File: config.mk
export PLATFORM = sky130hd
export DESIGN_NAME = nested_code_encoder_flat
export DESIGN_NICKNAME = d
export VERILOG_FILES = /design/src/rtl/nested_code_pkg.sv /design/src/rtl/nested_code_encoder_if.sv /design/src/rtl/nested_code_classify.sv /design/src/rtl/nested_code_encoder.sv /design/src/flat_wrapper.sv
export SDC_FILE = /design/constraint.sdc
export NUM_CORES = 1
export LEC_CHECK = 0
export ABC_AREA = 1
export CAP_MARGIN = 20
export CORE_UTILIZATION = 50
export DETAILED_ROUTE_END_ITERATION = 6
export PLACE_DENSITY = 0.77
export SYNTH_ARGS = -nofsm -noshare
export SYNTH_HDL_FRONTEND = slang
export SYNTH_HIERARCHICAL = 1
export SYNTH_SLANG_ARGS = --single-unit
export TNS_END_PERCENT = 100
File: constraint.sdc
create_clock -name clk -period 6 [get_ports clk]
set_input_delay 0.9 -clock clk [delete_from_list [all_inputs] [get_ports clk]]
set_output_delay 0.9 -clock clk [all_outputs]
set_load 0.05 [all_outputs]
File: src/rtl/nested_code_pkg.sv
// Shared types, result-code constants and the reference classification function
// used by the nested-compare encoder and its classifier wrapper.
package nested_code_pkg;

    typedef enum logic [1:0] {
        IDLE   = 2'd0,
        SEARCH = 2'd1,
        RESP   = 2'd2
    } state_t;

    localparam int CODE_W = 4;
    // Widest operand the shared classify function can take.
    localparam int MAX_W  = 16;

    typedef logic [CODE_W-1:0] code_t;

    localparam code_t CODE_ALL1      = 4'b1111;
    localparam code_t CODE_B11       = 4'b1000;
    localparam code_t CODE_B11_EVEN  = 4'b0100;
    localparam code_t CODE_B11_NOSUM = 4'b0010;
    localparam code_t CODE_B12       = 4'b0001;
    localparam code_t CODE_B12_A1    = 4'b0011;
    localparam code_t CODE_ZERO      = 4'b0000;

    // Branch order matters: the a != 1 test shadows every later branch, which is
    // why only a handful of codes can ever be produced.
    function automatic code_t classify(
        input logic [MAX_W-1:0] a,
        input logic [MAX_W-1:0] b,
        input int unsigned      width
    );
        logic [MAX_W-1:0] mask;
        logic [MAX_W-1:0] sum;
        code_t            result;
        mask = (width >= MAX_W) ? {MAX_W{1'b1}} : MAX_W'((32'd1 << width) - 32'd1);
        sum  = (a + b) & mask;
        if (a != MAX_W'(1)) begin
            result = CODE_ALL1;
        end else if (b == MAX_W'(1)) begin
            if (sum == MAX_W'(2)) begin
                result = b[0] ? CODE_B11 : CODE_B11_EVEN;
            end else begin
                result = CODE_B11_NOSUM;
            end
        end else if (b == MAX_W'(2)) begin
            result = a[1] ? CODE_B12_A1 : CODE_B12;
        end else begin
            result = CODE_ZERO;
        end
        return result;
    endfunction

endpackage

File: src/rtl/nested_code_encoder_if.sv
// Request/response bundle between a code requester and the nested-code encoder.
interface nested_code_encoder_if #(
    parameter int WIDTH = 4
);
    logic               req_valid;
    logic               req_ready;
    logic [WIDTH-1:0]   req_code;
    logic               abort;
    logic               resp_valid;
    logic               resp_ready;
    logic               resp_found;
    logic [WIDTH-1:0]   resp_a;
    logic [WIDTH-1:0]   resp_b;
    logic [2*WIDTH:0]   resp_cycles;
    logic               busy;

    modport master (
        output req_valid,
        output req_code,
        output abort,
        output resp_ready,
        input  req_ready,
        input  resp_valid,
        input  resp_found,
        input  resp_a,
        input  resp_b,
        input  resp_cycles,
        input  busy
    );

    modport slave (
        input  req_valid,
        input  req_code,
        input  abort,
        input  resp_ready,
        output req_ready,
        output resp_valid,
        output resp_found,
        output resp_a,
        output resp_b,
        output resp_cycles,
        output busy
    );

endinterface

File: src/rtl/nested_code_classify.sv
// Combinational nested-compare classifier: maps operand pair (a,b) to its result code.
module nested_code_classify
    import nested_code_pkg::*;
#(
    parameter int WIDTH = 4
) (
    input  logic [WIDTH-1:0] a,
    input  logic [WIDTH-1:0] b,
    output code_t            code
);

    assign code = classify(MAX_W'(a), MAX_W'(b), WIDTH);

endmodule

File: src/rtl/nested_code_encoder.sv
// Inverse classifier: sweeps candidate (a,b) pairs one per cycle, ascending over
// {a,b}, and reports the first pair whose code equals the requested target.
module nested_code_encoder
    import nested_code_pkg::*;
#(
    parameter int WIDTH = 4
) (
    input  logic                 clk,
    input  logic                 rst,
    nested_code_encoder_if.slave bus
);

    localparam int IW = 2 * WIDTH;
    localparam int CW = IW + 1;
    // Compare width covers both the target port and the fixed-width code.
    localparam int XW = (WIDTH > CODE_W) ? WIDTH : CODE_W;

    state_t            state_reg;
    logic [IW-1:0]     idx_reg;
    logic [WIDTH-1:0]  code_reg;
    logic              req_ready_reg;
    logic              resp_valid_reg;
    logic              busy_reg;
    logic              resp_found_reg;
    logic [WIDTH-1:0]  resp_a_reg;
    logic [WIDTH-1:0]  resp_b_reg;
    logic [CW-1:0]     resp_cycles_reg;

    logic [WIDTH-1:0]  cand_a;
    logic [WIDTH-1:0]  cand_b;
    code_t             cand_code;
    logic              cand_match;
    logic              idx_last;

    assign cand_a = idx_reg[IW-1:WIDTH];
    assign cand_b = idx_reg[WIDTH-1:0];

    nested_code_classify #(
        .WIDTH (WIDTH)
    ) u_classify (
        .a    (cand_a),
        .b    (cand_b),
        .code (cand_code)
    );

    assign cand_match = (XW'(cand_code) == XW'(code_reg));
    // End of sweep is the all-ones index; the counter is never allowed to wrap.
    assign idx_last   = &idx_reg;

    always_ff @(posedge clk or posedge rst) begin
        if (rst) begin
            state_reg       <= IDLE;
            idx_reg         <= '0;
            code_reg        <= '0;
            req_ready_reg   <= 1'b1;
            resp_valid_reg  <= 1'b0;
            busy_reg        <= 1'b0;
            resp_found_reg  <= 1'b0;
            resp_a_reg      <= '0;
            resp_b_reg      <= '0;
            resp_cycles_reg <= '0;
        end else begin
            case (state_reg)
                IDLE: begin
                    if (bus.req_valid && req_ready_reg) begin
                        code_reg      <= bus.req_code;
                        idx_reg       <= '0;
                        state_reg     <= SEARCH;
                        req_ready_reg <= 1'b0;
                        busy_reg      <= 1'b1;
                    end
                end
                SEARCH: begin
                    // Abort takes priority even over a match found this cycle.
                    if (bus.abort) begin
                        state_reg     <= IDLE;
                        busy_reg      <= 1'b0;
                        req_ready_reg <= 1'b1;
                    end else if (cand_match) begin
                        resp_found_reg  <= 1'b1;
                        resp_a_reg      <= cand_a;
                        resp_b_reg      <= cand_b;
                        resp_cycles_reg <= CW'(idx_reg) + CW'(1);
                        state_reg       <= RESP;
                        busy_reg        <= 1'b0;
                        resp_valid_reg  <= 1'b1;
                    end else if (idx_last) begin
                        resp_found_reg  <= 1'b0;
                        resp_a_reg      <= '0;
                        resp_b_reg      <= '0;
                        resp_cycles_reg <= {1'b1, {IW{1'b0}}};
                        state_reg       <= RESP;
                        busy_reg        <= 1'b0;
                        resp_valid_reg  <= 1'b1;
                    end else begin
                        idx_reg <= idx_reg + IW'(1);
                    end
                end
                RESP: begin
                    if (bus.resp_ready) begin
                        state_reg      <= IDLE;
                        resp_valid_reg <= 1'b0;
                        req_ready_reg  <= 1'b1;
                    end
                end
                default: begin
                    state_reg      <= IDLE;
                    busy_reg       <= 1'b0;
                    resp_valid_reg <= 1'b0;
                    req_ready_reg  <= 1'b1;
                end
            endcase
        end
    end

    assign bus.req_ready   = req_ready_reg;
    assign bus.resp_valid  = resp_valid_reg;
    assign bus.busy        = busy_reg;
    assign bus.resp_found  = resp_found_reg;
    assign bus.resp_a      = resp_a_reg;
    assign bus.resp_b      = resp_b_reg;
    assign bus.resp_cycles = resp_cycles_reg;

endmodule

File: src/flat_wrapper.sv
// flat-port wrapper written by rule: the top's interface ports become plain ports
module nested_code_encoder_flat import nested_code_pkg::*;
#(
    parameter int WIDTH = 4
)
  (clk, rst, bus_req_valid, bus_req_code, bus_abort, bus_resp_ready, bus_req_ready, bus_resp_valid, bus_resp_found, bus_resp_a, bus_resp_b, bus_resp_cycles, bus_busy);
  nested_code_encoder_if #(.WIDTH(WIDTH)) bus_i ();
  input  logic clk;
  input  logic rst;
  input wire logic [$bits(bus_i.req_valid)-1:0] bus_req_valid;
  input wire logic [$bits(bus_i.req_code)-1:0] bus_req_code;
  input wire logic [$bits(bus_i.abort)-1:0] bus_abort;
  input wire logic [$bits(bus_i.resp_ready)-1:0] bus_resp_ready;
  output wire logic [$bits(bus_i.req_ready)-1:0] bus_req_ready;
  output wire logic [$bits(bus_i.resp_valid)-1:0] bus_resp_valid;
  output wire logic [$bits(bus_i.resp_found)-1:0] bus_resp_found;
  output wire logic [$bits(bus_i.resp_a)-1:0] bus_resp_a;
  output wire logic [$bits(bus_i.resp_b)-1:0] bus_resp_b;
  output wire logic [$bits(bus_i.resp_cycles)-1:0] bus_resp_cycles;
  output wire logic [$bits(bus_i.busy)-1:0] bus_busy;
  assign bus_i.req_valid = bus_req_valid;
  assign bus_i.req_code = bus_req_code;
  assign bus_i.abort = bus_abort;
  assign bus_i.resp_ready = bus_resp_ready;
  assign bus_req_ready = bus_i.req_ready;
  assign bus_resp_valid = bus_i.resp_valid;
  assign bus_resp_found = bus_i.resp_found;
  assign bus_resp_a = bus_i.resp_a;
  assign bus_resp_b = bus_i.resp_b;
  assign bus_resp_cycles = bus_i.resp_cycles;
  assign bus_busy = bus_i.busy;
  nested_code_encoder #(.WIDTH(WIDTH)) u_core (.clk(clk), .rst(rst), .bus(bus_i));
endmodule
==> impl_metrics.toml, run 1 <==
[logic_synthesis]
synth_fp_nets = 252
synth_most_common_cell = "nand2_1"
yosysTopAreaCell = "dfrtp_1"
avgSynthCellArea_sq_um = 8.248
synthTopCellsByCount = "73 x nand2_1, 34 x dfrtp_1, 23 x inv_1"
synth_top_area_share_pct = 43.34
netlist_area_sq_um = 1963
ys_ff_latch = 35
synth_flop_cell = "dfrtp_1"
synthArstFlopShare_pct = 100.0
yosysSeqAreaShare_pct = 44.68
syn-instance-count = 238
ys_top_cells_by_area = "dfrtp_1 43%, nand2_1 14%, nand3_1 5.1%"
ys_warn_count = 6
synth_edf_count = 0
synth_cell_types = 29

[power_and_ir_drop]
vdd_drop_max_v = 0.00009306
seqPwrFrac_pct = 56.3
power_switching_uw = 85.77
p_int_uw = 333.6
power_density_nw_per_um2 = 177.0
p_leak_uw = 0.001178
power_switching_share_pct = 20.45
clkPwrFrac_pct = 41.2
combPwrFrac_pct = 2.6

[placement]
place.gp.congestion = 0.7957
port_buffers = 29
place_hpwl_microns = 2630
dp_slack_ns = 3.399

[clock_network]
cts_root_buffer = "clkbuf_8"
cts_buffers = 5
clk-insertion-delay-late_ns = 0.28
h-tree-depth = 2
clock_sinks = 35
cts_setup_buffers = 0
clkTransAtPathRegs_ns = 0.07
cts_buffer_depth = 2
cts.repair.resized = 0
cts_hold_buffers = 0
cts_tree = "done"

[worst_setup_path]
cp_slowest_stage_delay_ns = 0.50
reg2reg_depth = 14
cp_cell_sequence = "ha_1 -> fa_1 -> nand2_1 -> nor2_1 -> nand3_1 -> nand2_1 -> nand2_1 -> nand2_1 -> nand2_1 -> nor2_1 -> nand2_2 -> inv_2 -> nand2_2 -> o21ai_0"
end_kind = "register"
worst_path_most_repeated_cell = "nand2_1"
worstPathRequired_ns = 6.20
worst_setup_path_start_kind = "register"
r2r-end = "u_core/bus.resp_cycles[6]"
reg2reg_from = "u_core/idx_reg[4]"
cp_max_fo = 13
critPathKind = "register to register"
worst-r2r-setup-slack_ns = 3.36
critPathArrivalTime_ns = 2.84
cpMaxStageDelayCell = "fa_1"

[sta]
worst_slew_pin_slew_ns = 0.4979
post-route-period-util_pct = 44.01
finClkSkew_ns = 0.004531
tns_ns = 0
slew_viol_final = 0
fmax_mhz = 378.7
setup-violations-final = 0
slew-limit-headroom_pct = 66.70
grt_setup_unrepaired = "false"
final-hold-violation-count = 0
fin_crit_ns = 2.641
setup_ws_ns = 3.359

[finish]
nNetsFinal = 285
antenna_cells = 0
area_delta_synth_final_pct = 20.71
largest_register_ffs = 9
layout-drive-gt1-share_pct = 16.18

[routing]
wl_per_cell_microns = 11.45
drc = 0
antenna_left = 0
drt-initial-drc-count = 99
finalWirelength_microns = 3664
dr.pass1.iters = 4
viasPerCell = 4.844
num_vias = 1550

[floorplan]
core_sq_um = 3716
die_h_microns = 64.66
die_area_sq_um = 4181
num_io_pins = 30
rows = 22
die_w_microns = 64.66
initial_utilization_pct = 52.83

[global_routing]
antenna_found_initial = 0
grt_pass1_wl_microns = 6513
grt_usage_pct = 20.72
grt_max_degree = 36
overflow = 0
grt_pass1_vias = 1448

[min_path]
holdPathStages = 2
min-delay-start = "u_core/bus.busy"
min_to = "u_core/bus.busy"
worstHoldPathType = "register to register"

[run]
drv_cap = 0

[outcome]
status = "finished clean"
==> power groups by stage <==
stage | sequential, uW | clock, uW | combinational, uW
floorplan | 240 | 0 | 3.63
global placement | 240 | 0 | 11.2
detailed placement | 240 | 0 | 11.2
CTS | 236 | 179 | 11.3
global route | 236 | 192 | 12.3
finish | 236 | 173 | 10.8
==> how the worst max path moves through the flow <==
stage,from,to,cells past startpoint
2_1_floorplan,u_core/idx_reg[4],u_core/bus.resp_cycles[8],16
3_3_place_gp,u_core/idx_reg[4],u_core/bus.resp_cycles[6],14
3_5_place_dp,u_core/idx_reg[4],u_core/bus.resp_cycles[6],14
4_1_cts,u_core/idx_reg[4],u_core/bus.resp_cycles[6],14
5_1_grt,u_core/idx_reg[4],u_core/bus.resp_cycles[6],15
6_report,u_core/idx_reg[4],u_core/bus.resp_cycles[6],14
==> per-layer routing <==
metal,vias to the layer above,part of all wire [%],track usage (%)
li1,819,-,-
met1,694,49,27.61
met4,0,0.93,7.222
met5,-,0,0
met3,4,3.3,5.458
met2,33,46,32.50
==> cell usage in the layout (no fill, tap or decap) <==
master,count
nor4_2,1
clkdlybuf4s50_1,29
nor2_2,1
nand3_4,1
clkbuf_1,1
ha_1,4
fa_1,1
nand3_2,1
xor2_1,5
nand2_2,12
nand2_8,1
clkbuf_8,6
nand3_1,20
nand2_1,73
inv_1,23
nor2_1,20
a21oi_1,5
nor2_8,1
inv_2,6
o21ai_0,6
a21boi_0,1
nand2_4,2
buf_4,1
xnor2_1,2
nand3b_1,1
dfstp_2,1
nand4_1,3
o21ai_2,8
nor2_4,1
dfrtp_1,34
clkinv_2,1
==> worst max-delay path: cells and delay by family, from the launching register on <==
kind	cells	cell delay [ns]
DFF	1	0.46
and+or+nand+nor	10	0.99
buffers and inverters	1	0.12
adders and majority gates	2	0.78
AOI/OAI and AO/OA	1	0.21
==> layout make-up <==
class                           instances  area [sq um]
Clock buffer                            7         86.33
Clock inverter                          1         5.005
Fill cell                             322          1346
Inverter                               29         108.9
Multi-Input combinational cell        170         934.6
Sequential cell                        35         877.1
Tap cell                               48         60.06
Timing Repair Buffer                   30         297.8
==> cells by family (layout without fill, tap and decap cells) <==
family,after synthesis,after routing,share of synthesized area [%]
simple gates,138,138,34.16
flops,35,35,44.68
buf+inv,33,67,7.711
compound gates,20,20,6.756
xor+xnor,7,7,3.123
fa+ha+maj,5,5,3.569
==> metrics by stage <==
step	instances	area, sq um	hold WS (ns)	util (%)	total power (uW)
6_report	320	2370	0.4732	63.77	419.4
5_1_grt	320	2370	0.4969	63.77	440.1
4_1_cts	320	2370	0.4775	63.77	425.7
3_5_place_dp	312	2278	0.4604	61.31	251.6
3_3_place_gp	312	2278	0.4532	61.31	251.6
2_1_floorplan	238	1963	0.5046	-	244.0
Note: power is estimated with default switching activity, not from simulation.
==> inputs of run 2 (changes only) <==
Settings changed: CORE_UTILIZATION 50 to 48.
Clock period 6 ns to 2.2 ns, I/O delays scaled along.
==> run 2 against run 1 <==
The flow now finishes with violations (setup timing). Count of clock-buffer cells in the layout is 2 lower. Clock skew rose by 0.0087 ns. Global-route usage grew 0.50 points. Critical endpoint unchanged. Largest power group unchanged.
==> impl_metrics.toml, run 2 (synthesized netlist as in run 1, its figures left out) <==
[outcome]
status = "finished, violations left"
violations = "setup timing"

[floorplan]
rows = 22
die_w_microns = 65.95
num_io_pins = 30
core_sq_um = 3799
initial_utilization_pct = 51.68
die_h_microns = 65.95
die_area_sq_um = 4349

[run]
drv_cap = 0

[worst_setup_path]
end_kind = "register"
r2r-end = "u_core/bus.resp_cycles[6]"
critPathKind = "register to register"
cp_max_fo = 8
worstPathRequired_ns = 2.38
crit_path_end = "u_core/bus.resp_cycles[6]"
worst-r2r-setup-slack_ns = -0.18
startpoint = "u_core/idx_reg[4]"
reg2reg_from = "u_core/idx_reg[4]"
worst_setup_path_start_kind = "register"
reg2reg_depth = 15
critPathArrivalTime_ns = 2.56

[clock_network]
clock_sinks = 35
cts_buffers = 5
h-tree-depth = 2
cts_tree = "done"
cts_buffer_depth = 2
clk-insertion-delay-late_ns = 0.30
cts_root_buffer = "clkbuf_8"
clkTransAtPathRegs_ns = 0.08

[routing]
drt-initial-drc-count = 132
dr.pass1.iters = 5
num_vias = 1686
drc = 0
antenna_left = 0
viasPerCell = 5.018
finalWirelength_microns = 4389
wl_per_cell_microns = 13.06

[power_and_ir_drop]
power_density_nw_per_um2 = 469.2
vdd_drop_max_v = 0.0002921
p_leak_uw = 0.001310

[sta]
setup_ws_ns = -0.1797
setup-violations-final = 30
finClkSkew_ns = 0.01318
fin_crit_ns = 2.380
slew_viol_final = 0
post-route-period-util_pct = 108.2
grt_setup_unrepaired = "true"
worst_slew_pin_slew_ns = 0.4984
final-hold-violation-count = 0
slew-limit-headroom_pct = 66.73
fmax_mhz = 420.2

[finish]
multi_input_area_sq_um = 1139
design_area_sq_um = 2694
nNetsFinal = 301
antenna_cells = 0
fill_cells = 300
final_common_cell = "nand2_1"
layout-drive-gt1-share_pct = 31.60
seq_area_sq_um = 877.1
area_delta_synth_final_pct = 37.22
final_cell_mix = "50 x nand2_1, 34 x dfrtp_1, 29 x clkdlybuf4s50_1"
largest_register_ffs = 9

[placement]
place_hpwl_microns = 2682
place.gp.congestion = 0.9069
dp_slack_ns = -0.1708
placed_area_sq_um = 2361
port_buffers = 29

[global_routing]
grt_usage_pct = 21.22
overflow = 0
grt_max_degree = 36
antenna_found_initial = 0
grt_pass1_wl_microns = 6948
grt_pass1_vias = 1541

[min_path]
worstHoldPathType = "input port to asynchronous set/reset pin"
-- run 2: cell types whose count changed in the layout (fill, tap and decap cells not counted), sizes merged --
| cell | delta |
|---|---|
| clkinv | +2 |
| clkbuf | -2 |
| nand3 | +1 |
| nand2 | +3 |
| bufinv | +1 |
| inv | -1 |
| buf | +12 |
-- run 2: routing by layer --
layer  wire length, microns  track usage, %
met1                   1969           28.22
met2                   2149           34.31
met3                    242           5.345
met4                     27           5.585
met5                      0               0
-- run 2: worst min-delay path by stage --
stage | startpoint | endpoint | slack [ns] | depth (start not counted)
finish | rst | u_core/bus.resp_valid | 0.42 | 3
detailed placement | u_core/bus.resp_b[3] | u_core/bus.resp_b[3] | 0.46 | 2
floorplan | rst | u_core/bus.busy | 0.48 | 1
global placement | u_core/bus.resp_b[3] | u_core/bus.resp_b[3] | 0.45 | 2
CTS | rst | u_core/idx_reg[4] | 0.44 | 3
global route | rst | u_core/bus.resp_b[0] | 0.49 | 3
-- run 2: cell type report --
type,instances,area share (%)
Clock buffer,5,2.555
Clock inverter,3,1.626
Inverter,29,4.227
Multi-Input combinational cell,174,42.27
Sequential cell,35,32.56
Tap cell,48,2.229
Timing Repair Buffer,42,14.54
-- run 2: repair_timing --
action | 4_1_cts | 5_1_grt
pin swaps | 2 | 7
endpoints found under the setup margin | 28 | 30
setup buffers | 1 | 1
gates resized for setup | 12 | 35
cloned | 2 | 2
hold buffers | 0 | 0
-- run 2: critical path, stage by stage (launching register included) --
cell     delay (ns)
dfrtp_1        0.39
ha_2           0.20
fa_2           0.53
nand2_2        0.05
nor2_2         0.10
nand3_1        0.08
nand2_1        0.06
nand2_1        0.06
nand2_1        0.07
nand2_1        0.06
nor2_2         0.13
nand2_4        0.11
nand2_4        0.16
nand2_8        0.12
nand2_2        0.09
o21ai_1        0.06
-- run 2: per-stage QoR --
step | utilization [%] | instances | total power (uW) | TNS (ns) | hold WS [ns]
after floorplan | - | 238 | 665.4 | -0.7436 | 0.4836
after global placement | 62.15 | 322 | 686.1 | -1.403 | 0.4545
after detailed placement | 62.15 | 322 | 686.2 | -2.485 | 0.4595
after CTS | 67.06 | 333 | 1269 | -2.093 | 0.4355
after global routing | 70.92 | 336 | 1304 | -8.529 | 0.4893
final | 70.92 | 336 | 1264 | -4.055 | 0.4157
-- run 2: where the power goes --
group	total (uW)	internal, uW	switching (uW)
combinational	29.4	14.0	15.4
sequential	643	643	0
clock	592	337	254
total	1260	994	270
